--- src/rtl/config_loader.sv ---
// config_loader: loads one configuration shift chain from a word stream.
// Each accepted word is serialized LSB first onto shift_data/shift_en. When
// CHAIN_LENGTH bits have been shifted, set pulses for one cycle to capture the
// chain into the config latches, and done pulses on the following cycle.
// Optional checksum stage: define CONFIG_LOADER_CHECK_EN to enable it. It
// XOR-folds every data word and requires a matching checksum word before set.
//
// state   | meaning
// S_IDLE  | waiting for start
// S_SHIFT | accepting and serializing data words
// S_CHECK | waiting for the checksum word (check build only)
// S_LATCH | set pulse to the config latches
// S_DONE  | done pulse, then back to idle
module config_loader #(
    parameter int CHAIN_LENGTH = 64,
    parameter int WORD_W       = 8
) (
    input  logic              clk,
    input  logic              rst_n,
    input  logic              start,
    input  logic              abort,
    input  logic [WORD_W-1:0] in_data,
    input  logic              in_valid,
    output logic              in_ready,
    output logic              shift_en,
    output logic              shift_data,
    output logic              set,
    output logic              busy,
    output logic              done,
    output logic              error
);

    localparam int NWORDS = CHAIN_LENGTH / WORD_W;
    localparam int CNT_W  = $clog2(NWORDS + 1);
    localparam int BIT_W  = (WORD_W > 1) ? $clog2(WORD_W) : 1;
    localparam logic [CNT_W-1:0] LAST_CNT = CNT_W'(NWORDS);
    localparam logic [BIT_W-1:0] LAST_BIT = BIT_W'(WORD_W - 1);

    typedef enum logic [2:0] {
        S_IDLE,
        S_SHIFT,
`ifdef CONFIG_LOADER_CHECK_EN
        S_CHECK,
`endif
        S_LATCH,
        S_DONE
    } state_e;

    state_e             state_q, state_d;
    logic [CNT_W-1:0]   cnt_q, cnt_d;
    logic [WORD_W-1:0]  sreg_q, sreg_d;
    logic [BIT_W-1:0]   bits_q, bits_d;
    logic               shift_en_q, shift_en_d;
    logic               shift_data_q, shift_data_d;
    logic               set_q, set_d;
    logic               done_q, done_d;
    logic               busy_q, busy_d;
    logic               ser_free;
    logic               in_ready_c;
    logic               accept;
`ifdef CONFIG_LOADER_CHECK_EN
    logic [WORD_W-1:0]  acc_q, acc_d;
    logic               error_q, error_d;
`endif

    // The serializer can take a new word when idle or emitting its final bit,
    // which is what lets back-to-back words stream without a gap.
    assign ser_free = ~shift_en_q | (bits_q == '0);

    // Ready decode: only while loading, never while abort is high.
    always_comb begin
        in_ready_c = 1'b0;
        if (!abort) begin
            if (state_q == S_SHIFT) begin
                in_ready_c = ser_free & (cnt_q < LAST_CNT);
            end
`ifdef CONFIG_LOADER_CHECK_EN
            else if (state_q == S_CHECK) begin
                in_ready_c = ser_free;
            end
`endif
        end
    end

    assign accept = in_valid & in_ready_c;

    // Next-state, serializer and registered-output decode.
    always_comb begin
        state_d      = state_q;
        cnt_d        = cnt_q;
        sreg_d       = sreg_q;
        bits_d       = bits_q;
        shift_en_d   = 1'b0;
        shift_data_d = 1'b0;
        set_d        = 1'b0;
        done_d       = 1'b0;
`ifdef CONFIG_LOADER_CHECK_EN
        acc_d        = acc_q;
        error_d      = error_q;
`endif

        // Keep draining the current word; a new acceptance below overrides this.
        if (shift_en_q && (bits_q != '0)) begin
            shift_en_d   = 1'b1;
            shift_data_d = sreg_q[0];
            sreg_d       = sreg_q >> 1;
            bits_d       = bits_q - BIT_W'(1);
        end

        case (state_q)
            S_IDLE: begin
                if (start) begin
                    state_d = S_SHIFT;
                    cnt_d   = '0;
`ifdef CONFIG_LOADER_CHECK_EN
                    acc_d   = '0;
                    error_d = 1'b0;
`endif
                end
            end
            S_SHIFT: begin
                if (abort) begin
                    state_d      = S_IDLE;
                    shift_en_d   = 1'b0;
                    shift_data_d = 1'b0;
                    sreg_d       = '0;
                    bits_d       = '0;
                end else if (accept) begin
                    shift_en_d   = 1'b1;
                    shift_data_d = in_data[0];
                    sreg_d       = in_data >> 1;
                    bits_d       = LAST_BIT;
                    cnt_d        = cnt_q + CNT_W'(1);
`ifdef CONFIG_LOADER_CHECK_EN
                    acc_d        = acc_q ^ in_data;
`endif
                end else if ((cnt_q == LAST_CNT) && shift_en_q && (bits_q == '0)) begin
`ifdef CONFIG_LOADER_CHECK_EN
                    state_d = S_CHECK;
`else
                    state_d = S_LATCH;
                    set_d   = 1'b1;
`endif
                end
            end
`ifdef CONFIG_LOADER_CHECK_EN
            S_CHECK: begin
                if (abort) begin
                    state_d = S_IDLE;
                end else if (accept) begin
                    if (in_data == acc_q) begin
                        state_d = S_LATCH;
                        set_d   = 1'b1;
                    end else begin
                        state_d = S_IDLE;
                        error_d = 1'b1;
                    end
                end
            end
`endif
            S_LATCH: begin
                state_d = S_DONE;
                done_d  = 1'b1;
            end
            S_DONE: begin
                state_d = S_IDLE;
            end
            default: begin
                state_d = S_IDLE;
            end
        endcase

        busy_d = (state_d != S_IDLE);
    end

    // State and output registers; reset drops everything, set is never issued.
    always_ff @(posedge clk or negedge rst_n) begin
        if (!rst_n) begin
            state_q      <= S_IDLE;
            cnt_q        <= '0;
            sreg_q       <= '0;
            bits_q       <= '0;
            shift_en_q   <= 1'b0;
            shift_data_q <= 1'b0;
            set_q        <= 1'b0;
            done_q       <= 1'b0;
            busy_q       <= 1'b0;
        end else begin
            state_q      <= state_d;
            cnt_q        <= cnt_d;
            sreg_q       <= sreg_d;
            bits_q       <= bits_d;
            shift_en_q   <= shift_en_d;
            shift_data_q <= shift_data_d;
            set_q        <= set_d;
            done_q       <= done_d;
            busy_q       <= busy_d;
        end
    end

`ifdef CONFIG_LOADER_CHECK_EN
    // Checksum accumulator and sticky error flag.
    always_ff @(posedge clk or negedge rst_n) begin
        if (!rst_n) begin
            acc_q   <= '0;
            error_q <= 1'b0;
        end else begin
            acc_q   <= acc_d;
            error_q <= error_d;
        end
    end

    assign error = error_q;
`else
    assign error = 1'b0;
`endif

    assign in_ready   = in_ready_c;
    assign shift_en   = shift_en_q;
    assign shift_data = shift_data_q;
    assign set        = set_q;
    assign busy       = busy_q;
    assign done       = done_q;

endmodule

--- config.mk ---
export PLATFORM = sky130hd
export DESIGN_NAME = config_loader
export DESIGN_NICKNAME = d
export VERILOG_FILES = /design/src/rtl/config_loader.sv
export SDC_FILE = /design/constraint.sdc
export NUM_CORES = 1
export LEC_CHECK = 0
export CAP_MARGIN = 20
export CORE_MARGIN = 2
export CORE_UTILIZATION = 50
export CTS_CLUSTER_DIAMETER = 120
export DETAILED_ROUTE_END_ITERATION = 7
export GPL_ROUTABILITY_DRIVEN = 0
export PLACE_DENSITY = 0.83
export SYNTH_ARGS = -nofsm -noshare
export SYNTH_HDL_FRONTEND = slang
export SYNTH_SLANG_ARGS = --single-unit
--- constraint.sdc ---
create_clock -name clk -period 4.55 [get_ports clk]
set_input_delay 0.91 -clock clk [delete_from_list [all_inputs] [get_ports clk]]
set_output_delay 0.91 -clock clk [all_outputs]
set_load 0.03 [all_outputs]
### Word-level counts from Yosys, hierarchy flattened

Cells that the tools add are included.

| operators by class | value |
|---|---|
| add/subtract/negate cells | 2 |
| order comparisons | 1 |
| equal/unequal tests | 6 |
| mux-type cells | 32 |
| bitwise operators | 4 |
| reduce and logical (&&, ||, !) cells | 9 |

Operators by type and width:

| cell | count |
|---|---|
| 8-bit two-way mux | 4 |
| 3-bit two-way mux | 8 |
| 1-bit two-way mux | 15 |
| 4-bit two-way mux | 3 |
| 3-bit one-hot mux with 3 select lines | 1 |
| 4-bit one-hot mux with 2 select lines | 1 |
| 3-bit zero test | 2 |
| 2-bit inequality test, second input constant | 3 |
| 3-bit nonzero test | 2 |
| 4-bit by 1-bit adder with 4-bit output, second input constant | 1 |
| 4-bit == test, second input constant | 1 |
| 4-bit less-than comparator, second input constant | 1 |
| 4-bit AND reduction | 1 |
| 3-bit by 1-bit == test with 1-bit output, second input constant | 1 |
| 3-bit by 2-bit == test with 1-bit output, second input constant | 1 |
| 1-bit logical AND | 3 |
| 3-bit by 1-bit subtractor with 3-bit output, second input constant | 1 |
| 1-bit AND | 2 |
| 2-bit nonzero test | 1 |
| 1-bit inverter | 1 |
| 1-bit bitwise OR | 1 |

| storage, ports and cells | value |
|---|---|
| register bits after elaboration | 23 |
| input port bits | 13 |
| output and inout bits | 7 |

### Logic depth before layout (Yosys ltp)

Gate-level depths: netlist of the first run.

| logic depth | value |
|---|---|
| word-level depth | 10 |
| depth in mapped cells | 8 |
| mapped depth without buffers | 6 |

### Worst setup path after synthesis of the first run

No wires, ideal clock.

| timing | value |
|---|---|
| path kind | input to output |
| start point | in abort |
| end point | out in_ready |
| data arrival time | 2.456 ns |
| required time | 3.640 ns |
| slack | 1.184 ns |
| cell stages on the path | 4 |
| path buffers | 2 |
| cells stage by stage | or4b_1 buf_2 clkbuf_1 nor3_1 |

| on the way | value |
|---|---|
| cells in the longest elaborated chain, start to end | 1 |

RTL lines:

| element | RTL line | text |
|---|---|---|
| start, declared | 21 | `input logic abort,` |
| 1-bit two-way mux | 73 | `if (!abort) begin` |
| end, declared | 24 | `output logic in_ready,` |

No other way between the ends.

### Final worst setup path of the first run

Ends and elaborated chain as after synthesis.

==> results of run 1 <==
==> cells by family (layout without fill, tap and decap cells) <==
family | count (synthesis) | count (layout)
AOI/OAI and AO/OA | 20 | 20
adders and majority gates | 4 | 4
buffers and inverters | 17 | 33
DFF | 23 | 23
muxes | 9 | 9
other | 1 | 2
and+or+nand+nor | 31 | 31
==> power groups by stage <==
stage | logic (uW) | registers, uW | clock network [uW]
3_3_place_gp | 177 | 279 | 0
3_5_place_dp | 185 | 281 | 0
2_1_floorplan | 128 | 284 | 0
6_report | 188 | 276 | 92.4
5_1_grt | 206 | 281 | 105
4_1_cts | 186 | 276 | 97.7
==> registers in the layout, indices dropped and copies added, names as in the netlist <==
name	flops
sreg_q	8
cnt_q	4
bits_q	3
state_q	3
busy	1
done	1
set	1
shift_data	1
shift_en	1
==> critical path: stages <==
cell             delay, ns
clkdlybuf4s50_1       0.43
or4b_1                0.50
buf_4                 0.21
nor3_1                0.18
clkdlybuf4s50_1       0.70
==> routing by layer <==
| metal | share of wire | up-vias | track usage |
|---|---|---|---|
| met5 | 0 | - | 0 |
| met4 | 0.012 | 0 | 0.0658 |
| met3 | 0.028 | 2 | 0.0259 |
| met2 | 0.50 | 16 | 0.303 |
| met1 | 0.46 | 396 | 0.227 |
| li1 | - | 415 | - |
==> synthesized netlist by cell type <==
library cell / number / area (um2)
buf_2: 2 / 10.0
inv_1: 8 / 30.0
nand2b_1: 2 / 12.5
nor4b_1: 1 / 8.76
mux2i_1: 9 / 90.1
or3_1: 1 / 6.26
o21bai_1: 1 / 7.51
nor3_1: 2 / 10.0
dfrtp_1: 23 / 576
o21a_1: 1 / 7.51
nand2_1: 4 / 15.0
a211oi_1: 7 / 52.6
o21ai_0: 2 / 10.0
nor4_1: 8 / 50.1
o21ba_2: 1 / 10.0
buf_6: 1 / 11.3
a21oi_1: 4 / 20.0
ha_1: 4 / 50.1
nand4_1: 2 / 12.5
or4b_1: 1 / 10.0
nor3b_1: 1 / 7.51
o311ai_0: 1 / 8.76
conb_1: 1 / 3.75
and4_1: 1 / 8.76
or4b_2: 1 / 10.0
o31a_1: 3 / 26.3
or4_1: 1 / 7.51
buf_4: 1 / 7.51
and4bb_2: 1 / 12.5
clkbuf_1: 5 / 18.8
nor2b_1: 3 / 18.8
nor2_1: 2 / 7.51
==> final cells by class <==
| class | instances | area [um2] |
|---|---|---|
| fill | 179 | 823 |
| sequential | 23 | 576 |
| multi-input combinational | 66 | 490 |
| timing repair buffer | 21 | 210 |
| tap | 28 | 35.0 |
| inverter | 8 | 30.0 |
| clock buffer | 4 | 26.3 |
==> per-stage QoR <==
| stage | instances | util | worst slack [ns] |
|---|---|---|---|
| 6_report | 150 | 0.624 | 0.715 |
| 5_1_grt | 150 | 0.624 | 0.641 |
| 4_1_cts | 149 | 0.617 | 0.710 |
| 3_5_place_dp | 145 | 0.605 | 0.710 |
| 3_3_place_gp | 145 | 0.605 | 0.755 |
| 2_1_floorplan | 106 | - | 1.18 |
==> how the worst max path moves through the flow <==
stage	startpoint	end	slack [ns]	cells after the start
after floorplan	abort	in_ready	1.18	4
after global placement	abort	in_ready	0.76	5
after detailed placement	abort	in_ready	0.71	5
after CTS	abort	in_ready	0.71	5
after global routing	abort	in_ready	0.64	5
final	abort	in_ready	0.71	5
==> run metrics, run 1 <==
mapped cell area=1140 um2; DR pass1 iterations=5; design area=1370 um2; RSZ-0062 raised after global routing=false; hold path endpoint=done$_DFF_PN0_; Routed WL per cell=13.9 um; Clock Path Buffers=2; VDD IR-drop max=0.000240 V; IO Port Bufs=18; register-to-register setup slack=2.50 ns; hpwl dp=1430 um; Post-CTS Hold Buffers=0; Comb power frac=0.338; Placed Area=1330 um2; Final Setup Violations=0; min cycle time layout=3.84 ns; Die Y-Extent=51.7 um; relative slew slack=0.609; Chip Width=51.7 um; WL final=2090 um; CP startpoint kind=input port; Hold Startpoint=state_q[0]$_DFF_PN0_; Critical Path AT=2.93 ns; critical path type=in -> out; Slew Viols, Final=0; CTS tree=built; outcome=completed; CTS Buf Count=3; total global-route track usage=0.177; vias per inst=5.53; most frequent cells in the layout=dfrtp_1, clkdlybuf4s50_1, mux2i_1; CORE AREA=2190 um2; initial antenna violation count=0; Register-to-Register Path Depth=4; syn avg cell area=10.8 um2; Hold WC Path Type=reg -> reg; required time worst endpoint=3.64 ns; Synth Area in XOR/XNOR=0; post-synthesis mux area share=0.0792; Die Footprint=2670 um2; largest family of logic cells by synthesized area=simple AND/OR/NAND/NOR gates; vias in the first global route=793; CP Max Fanout=18; area delta synth->final=20.2%; ant diodes=0; Synth Area in Simple Gates=0.174; Synth Warn #=0; Setup Skew=0.00181 ns; FF+latch count, synth=23; Syn Inst Count=105; first-pass GRT wire length=3510 um; Synth Area in Compound Gates=0.125; Synth cell types=32; switching share of power=0.321; Fin. Hold Viols=0; share of layout cells above drive strength 1=0.0820; drt drc=0; Max-Cap Viols=0; worst-skew pair later-pin latency=0.30 ns; CTS root buffer=clkbuf_4; Antenna Nets Post-Route=0; Slew @ Worst Pin=0.584 ns; largest net degree at the start of global routing=29; critical path endpoint category=primary output; Initial Util=0.519; post_cts resized=0; reg2reg start=state_q[2]$_DFF_PN0_; number of I/O pins=20; layout net count=140; fin crit share=0.843; # clock sinks=23; FF-to-FF End=sreg_q[2]$_DFF_PN0_; Cell Pwr Density=406 nW/um2; row count=17; Worst-path clk slew=0.12 ns; Fin Setup TNS=0 ns; initial drt markers=11; global route overflow=0; vias post-DR=829; Pint=377 uW; Synth Area in Adders=0.0440; Leakage Power=0.000574 uW; WHS Path Cells=1; Overall Power=555 uW; setup bufs post-CTS=0; clock network power share=0.166; hold slack final=0.494 ns; H-tree Lvls=1; P_sw=178 uW; sequential element share of the synthesized area=0.506; sequential share of power=0.496; most common cell after layout, fill and taps aside=dfrtp_1; f_max=261 MHz
No activity file was read; power rests on OpenSTA's default activity.
==> run 2: changes to the inputs <==
clock period = 3.6 ns   (was 4.55 ns; I/O delays follow)
==> run 2 against run 1 <==
Compared with the run above:
- non-clock buffer count is the same
- total power grew 27%
- flip-flop and latch count is the same
- sequential share of layout area grew 0.077 points
- worst hold slack gained 0.019 ns
- clock skew shrank 0.00093 ns
- cell count is the same
- wire length grew 0.48%
- first-iteration DRC count shrank 36%
- core utilization shrank 0.11 points
- register-to-register slack lost 1.0 ns
- clock-buffer cell count is the same
==> run metrics, run 2 (same netlist as run 1, synthesis figures left out) <==
outcome=completed; hpwl dp=1500 um (+5.2%); CTS tree=built; Pint=477 uW (+26%); Hold WC Path Type=reg -> reg; CP Max Fanout=2 (-16); P_sw=231 uW (+29%); layout net count=140 (unchanged); drt drc=0 (unchanged); Clock Path Buffers=2 (unchanged); area delta synth->final=20.0%; Final Setup Violations=0 (unchanged); Fin Setup TNS=0 ns (unchanged); required time worst endpoint=2.88 ns (-0.76 ns); CP startpoint kind=input port; Slew Viols, Final=0 (unchanged); total global-route track usage=0.187 (+0.0100); most frequent cells in the layout=dfrtp_1, clkdlybuf4s50_1, mux2i_1; CTS root buffer=clkbuf_4; Routed WL per cell=14.0 um (+0.48%); setup bufs post-CTS=0 (unchanged); CTS Buf Count=3 (unchanged); Max-Cap Viols=0 (unchanged); first-pass GRT wire length=3660 um (+4.1%); Top Registers=sreg_q (8), cnt_q (4); Critical Path Max Stage Delay=0.54 ns (-0.16 ns); DR pass1 iterations=3 (-2); initial antenna violation count=0 (unchanged); Critical Path AT=2.05 ns (-0.88 ns); Cell Pwr Density=518 nW/um2 (+28%); critical path endpoint category=primary output; critical path's top delay family=simple AND/OR/NAND/NOR gates; largest net degree at the start of global routing=29 (unchanged); most common cell after layout, fill and taps aside=dfrtp_1; Initial Util=0.519 (unchanged); CORE AREA=2190 um2 (unchanged); critical path type=in -> out; vias post-DR=853 (+2.9%); vias per inst=5.69 (+2.9%); Worst-path clk slew=0.12 ns (about the same); Reg with most FFs=sreg_q; H-tree Lvls=1 (unchanged); fin crit share=0.770; final design utilization=0.623 (-0.00114); global route overflow=0 (unchanged); Antenna Nets Post-Route=0 (unchanged); min cycle time layout=2.77 ns; IO Port Bufs=18 (unchanged); post_cts resized=0 (unchanged); sequential share of power=0.494 (-0.002); RSZ-0062 raised after global routing=false; WL final=2100 um (+0.48%); share of layout cells above drive strength 1=0.0902 (+0.00820); switching share of power=0.326 (+0.00511); Crit-path slowest cell=or4b_1; row count=17 (unchanged); # clock sinks=23 (unchanged); Comb power frac=0.335 (-0.003); initial drt markers=7 (-4); Die Footprint=2670 um2 (unchanged); Setup Skew=0.000876 ns (-0.000930 ns); hold slack final=0.513 ns (+0.0191 ns); number of I/O pins=20 (unchanged); CP bufs+invs=2 (-1); Die Y-Extent=51.7 um (unchanged); worst-skew pair later-pin latency=0.32 ns (+0.02 ns); max reg flops=8 (unchanged); Fin. Hold Viols=0 (unchanged); VDD IR-drop max=0.000292 V (+22%); Post-CTS Hold Buffers=0 (unchanged); vias in the first global route=855 (+7.8%); ant diodes=0 (unchanged); Leakage Power=0.000576 uW (+0.34%); f_max=361 MHz; sequence of cells on the critical path=clkdlybuf4s50_1 -> or4b_1 -> nor3_1 -> buf_4; clock network power share=0.171 (+0.005); Chip Width=51.7 um (unchanged); FILL cells=176 (-1.7%)
-- run 2: cell types whose count changed in the layout (fill, tap and decap cells not counted) --
cell	delta
buf_4	+1
clkdlybuf4s50_1	-1
-- run 2: path summary, 6_finish.rpt --
check | startpoint | to | slack, ns | cells past startpoint
setup / recovery | abort | in_ready | 0.83 | 4
hold / removal | state_q[2]$_DFF_PN0_ | done$_DFF_PN0_ | 0.51 | 1
setup reg to reg | state_q[2]$_DFF_PN0_ | sreg_q[5]$_DFF_PN0_ | 1.49 | 4
hold reg to reg | state_q[2]$_DFF_PN0_ | done$_DFF_PN0_ | 0.51 | 1
max in group asynchronous | rst_n | sreg_q[5]$_DFF_PN0_ | 2.45 | 2
min in group asynchronous | rst_n | done$_DFF_PN0_ | 0.70 | 1
-- run 2: power by group through the flow --
stage | sequential (uW) | clock (uW) | combinational, uW
global placement | 352 | 0 | 227
detailed placement | 355 | 0 | 238
floorplan | 359 | 0 | 162
global route | 358 | 132 | 265
finish | 349 | 121 | 237
CTS | 349 | 123 | 238
-- run 2: area by class of cell --
class	instances	area, um2	share of cell area
Sequential cell	23	576	0.422
Clock buffer	4	26.3	0.0192
Inverter	8	30.0	0.0220
Tap cell	28	35.0	0.0257
Multi-Input combinational cell	66	490	0.359
Timing Repair Buffer	21	208	0.152
-- run 2: worst reg2reg max path, stage by stage, from the launching register on --
cell and delay [ns]:
dfrtp_1 0.42, or4b_1 0.56, buf_4 0.21, or3_1 0.53
a211oi_1 0.30
-- run 2: layer usage --
layer / part of all wire / global-route usage / vias to the layer above
met3: 0.022 / 0.0345 / 5
li1: - / - / 421
met5: 0 / 0 / -
met2: 0.50 / 0.331 / 11
met1: 0.45 / 0.216 / 416
met4: 0.020 / 0.0921 / 0
-- run 2: through the flow --
step | worst slack [ns] | total power [uW] | cell area [um2] | std cells
2_1_floorplan | 0.614 | 521 | 1140 | 106
3_3_place_gp | 0.848 | 578 | 1320 | 145
3_5_place_dp | 0.814 | 593 | 1320 | 145
4_1_cts | 0.824 | 710 | 1350 | 149
5_1_grt | 0.726 | 756 | 1370 | 150
6_report | 0.826 | 707 | 1370 | 150
==> run 3: changes to the inputs <==
CORE_UTILIZATION = 46   (was 50)
PLACE_DENSITY = 0.81   (was 0.83)
clock period = 2.5 ns   (was 3.6 ns; I/O delays follow)
==> run 3 against run 2 <==
Compared with the run above:
- register-to-register slack worse by 0.98 ns
- cell count up 2.7%
- critical path depth unchanged
- cell area rose by 1.1%
- first-iteration DRC count is 43% lower
- clock power rose by 38%
- largest power group unchanged
- total power grew 44%
- non-clock buffer count rose by 2
- clock-buffer cell count did not move
==> run metrics, run 3 (same netlist as run 1, synthesis figures left out) <==
outcome=completed; Crit-path slowest cell=or4b_1; Routed WL per cell=13.5 um (-3.9%); fin crit share=0.957; f_max=418 MHz; CP startpoint kind=input port; Critical Path Max Stage Delay=0.61 ns (+0.07 ns); met2 Use GR=0.291 (-0.0405); critical path endpoint category=primary output; first-pass GRT wire length=3780 um (+3.4%); share of layout cells above drive strength 1=0.113 (+0.0227); Initial Util=0.472 (-0.0472); Antenna Nets Post-Route=0 (unchanged); hpwl dp=1490 um (-0.70%); Fin. Hold Viols=0 (unchanged); met3 usage=0.0111 (-0.0234); Top Registers=sreg_q (8), cnt_q (4); FILL cells=206 (+17%); Hold Startpoint=state_q[2]$_DFF_PN0_; post_cts resized=0 (unchanged); VDD IR-drop max=0.000473 V (+62%); Hold WC Path Type=reg -> reg; Fin Setup TNS=0 ns (unchanged); WL final=2070 um (-1.3%); vias in the first global route=834 (-2.5%); max reg flops=8 (unchanged); crit path launch=abort; Critical Path AT=1.89 ns (-0.16 ns); RSZ-0062 raised after global routing=false; most common cell after layout, fill and taps aside=dfrtp_1; setup bufs post-CTS=0 (unchanged); Chip Width=53.7 um (+3.9%); Post-CTS Hold Buffers=0 (unchanged); most frequent cells in the layout=dfrtp_1, clkdlybuf4s50_1, mux2i_1; pre-CTS setup slack=0.0102 ns (-0.804 ns); met1 Use GR=0.243 (+0.0267); Final Setup Violations=0 (unchanged); sequence of cells on the critical path=clkdlybuf4s50_1 -> or4b_1 -> nor3_2 -> buf_4; initial antenna violation count=0 (unchanged); reg2reg start=state_q[2]$_DFF_PN0_; Clock Path Buffers=2 (unchanged); CP Max Fanout=5 (+3); CTS Buf Count=3 (unchanged); area delta synth->final=21.3%; Setup Skew=0.00193 ns (+0.00105 ns); critical path type=in -> out; largest net degree at the start of global routing=24 (-17%); vias post-DR=847 (-0.70%); final setup margin=0.107 ns (-0.719 ns); Cell Pwr Density=739 nW/um2 (+43%); Leakage Power=0.000585 uW (+1.5%); Worst-path clk slew=0.12 ns (about the same); required time worst endpoint=2.00 ns (-0.88 ns); min cycle time layout=2.39 ns; H-tree Lvls=1 (unchanged); total global-route track usage=0.181 (-0.00588); hold slack final=0.510 ns (-0.00298 ns); Max-Cap Viols=0 (unchanged); Die Footprint=2890 um2 (+8.0%); global route overflow=0 (unchanged); vias per inst=5.50 (-3.3%); gr busiest metal=met2; Slew Viols, Final=0 (unchanged); CTS root buffer=clkbuf_4; DR pass1 iterations=4 (+1); CTS tree=built; ant diodes=0 (unchanged); layout net count=142 (+1.4%); Reg with most FFs=sreg_q; worst-skew pair later-pin latency=0.30 ns (-0.02 ns); drt drc=0 (unchanged); Die Y-Extent=53.7 um (+3.9%); IO Port Bufs=18 (unchanged); CORE AREA=2410 um2 (+10%); number of I/O pins=20 (unchanged); row count=18 (+1); initial drt markers=4 (-3); # clock sinks=23 (unchanged)
==> run 3: cell count changes in the layout (fill, tap and decap cells not counted), sizes merged <==
cell / delta
buf: +2
==> run 3: path summary, 6_finish.rpt <==
kind / end / slack (ns) / depth (start not counted)
hold reg to reg: done$_DFF_PN0_ / 0.51 / 1
min in group asynchronous: done$_DFF_PN0_ / 0.53 / 2
setup reg to reg: shift_data$_DFF_PN0_ / 0.51 / 4
setup / recovery: in_ready / 0.11 / 4
hold / removal: done$_DFF_PN0_ / 0.51 / 1
max in group asynchronous: sreg_q[6]$_DFF_PN0_ / 1.75 / 2
==> run 3: stage by stage <==
step / area [um2] / total power [uW] / instances / utilization
floorplan: 1150 / 752 / 106 / -
global placement: 1350 / 842 / 150 / 0.562
detailed placement: 1350 / 862 / 150 / 0.562
CTS: 1380 / 1030 / 154 / 0.573
global route: 1380 / 1090 / 154 / 0.573
finish: 1380 / 1020 / 154 / 0.573
==> run 3: critical path, delay by kind of cell <==
family        cells  cell delay [ns]
simple gates      2             0.80
buf+inv           2             0.59
==> run 3: layout make-up <==
cell class | count | area [um2] | share of cell area
inverters | 8 | 30.0 | 0.0218
well taps | 30 | 37.5 | 0.0272
multi-input cells | 66 | 495 | 0.359
repair buffers | 23 | 215 | 0.156
clock buffers | 4 | 26.3 | 0.0190
flip-flops and latches | 23 | 576 | 0.417
==> run 3: per-layer routing <==
layer / up-vias / part of all wire / wire (um)
li1: 423 / - / -
met1: 409 / 0.46 / 956
met2: 11 / 0.49 / 1020
met3: 4 / 0.024 / 49
met4: 0 / 0.021 / 44
met5: - / 0 / 0
==> run 3: power breakdown <==
part	internal, uW	total [uW]	switching (uW)
combinational	175	350	175
sequential	455	502	47.2
clock	62.2	167	105
total	693	1020	327
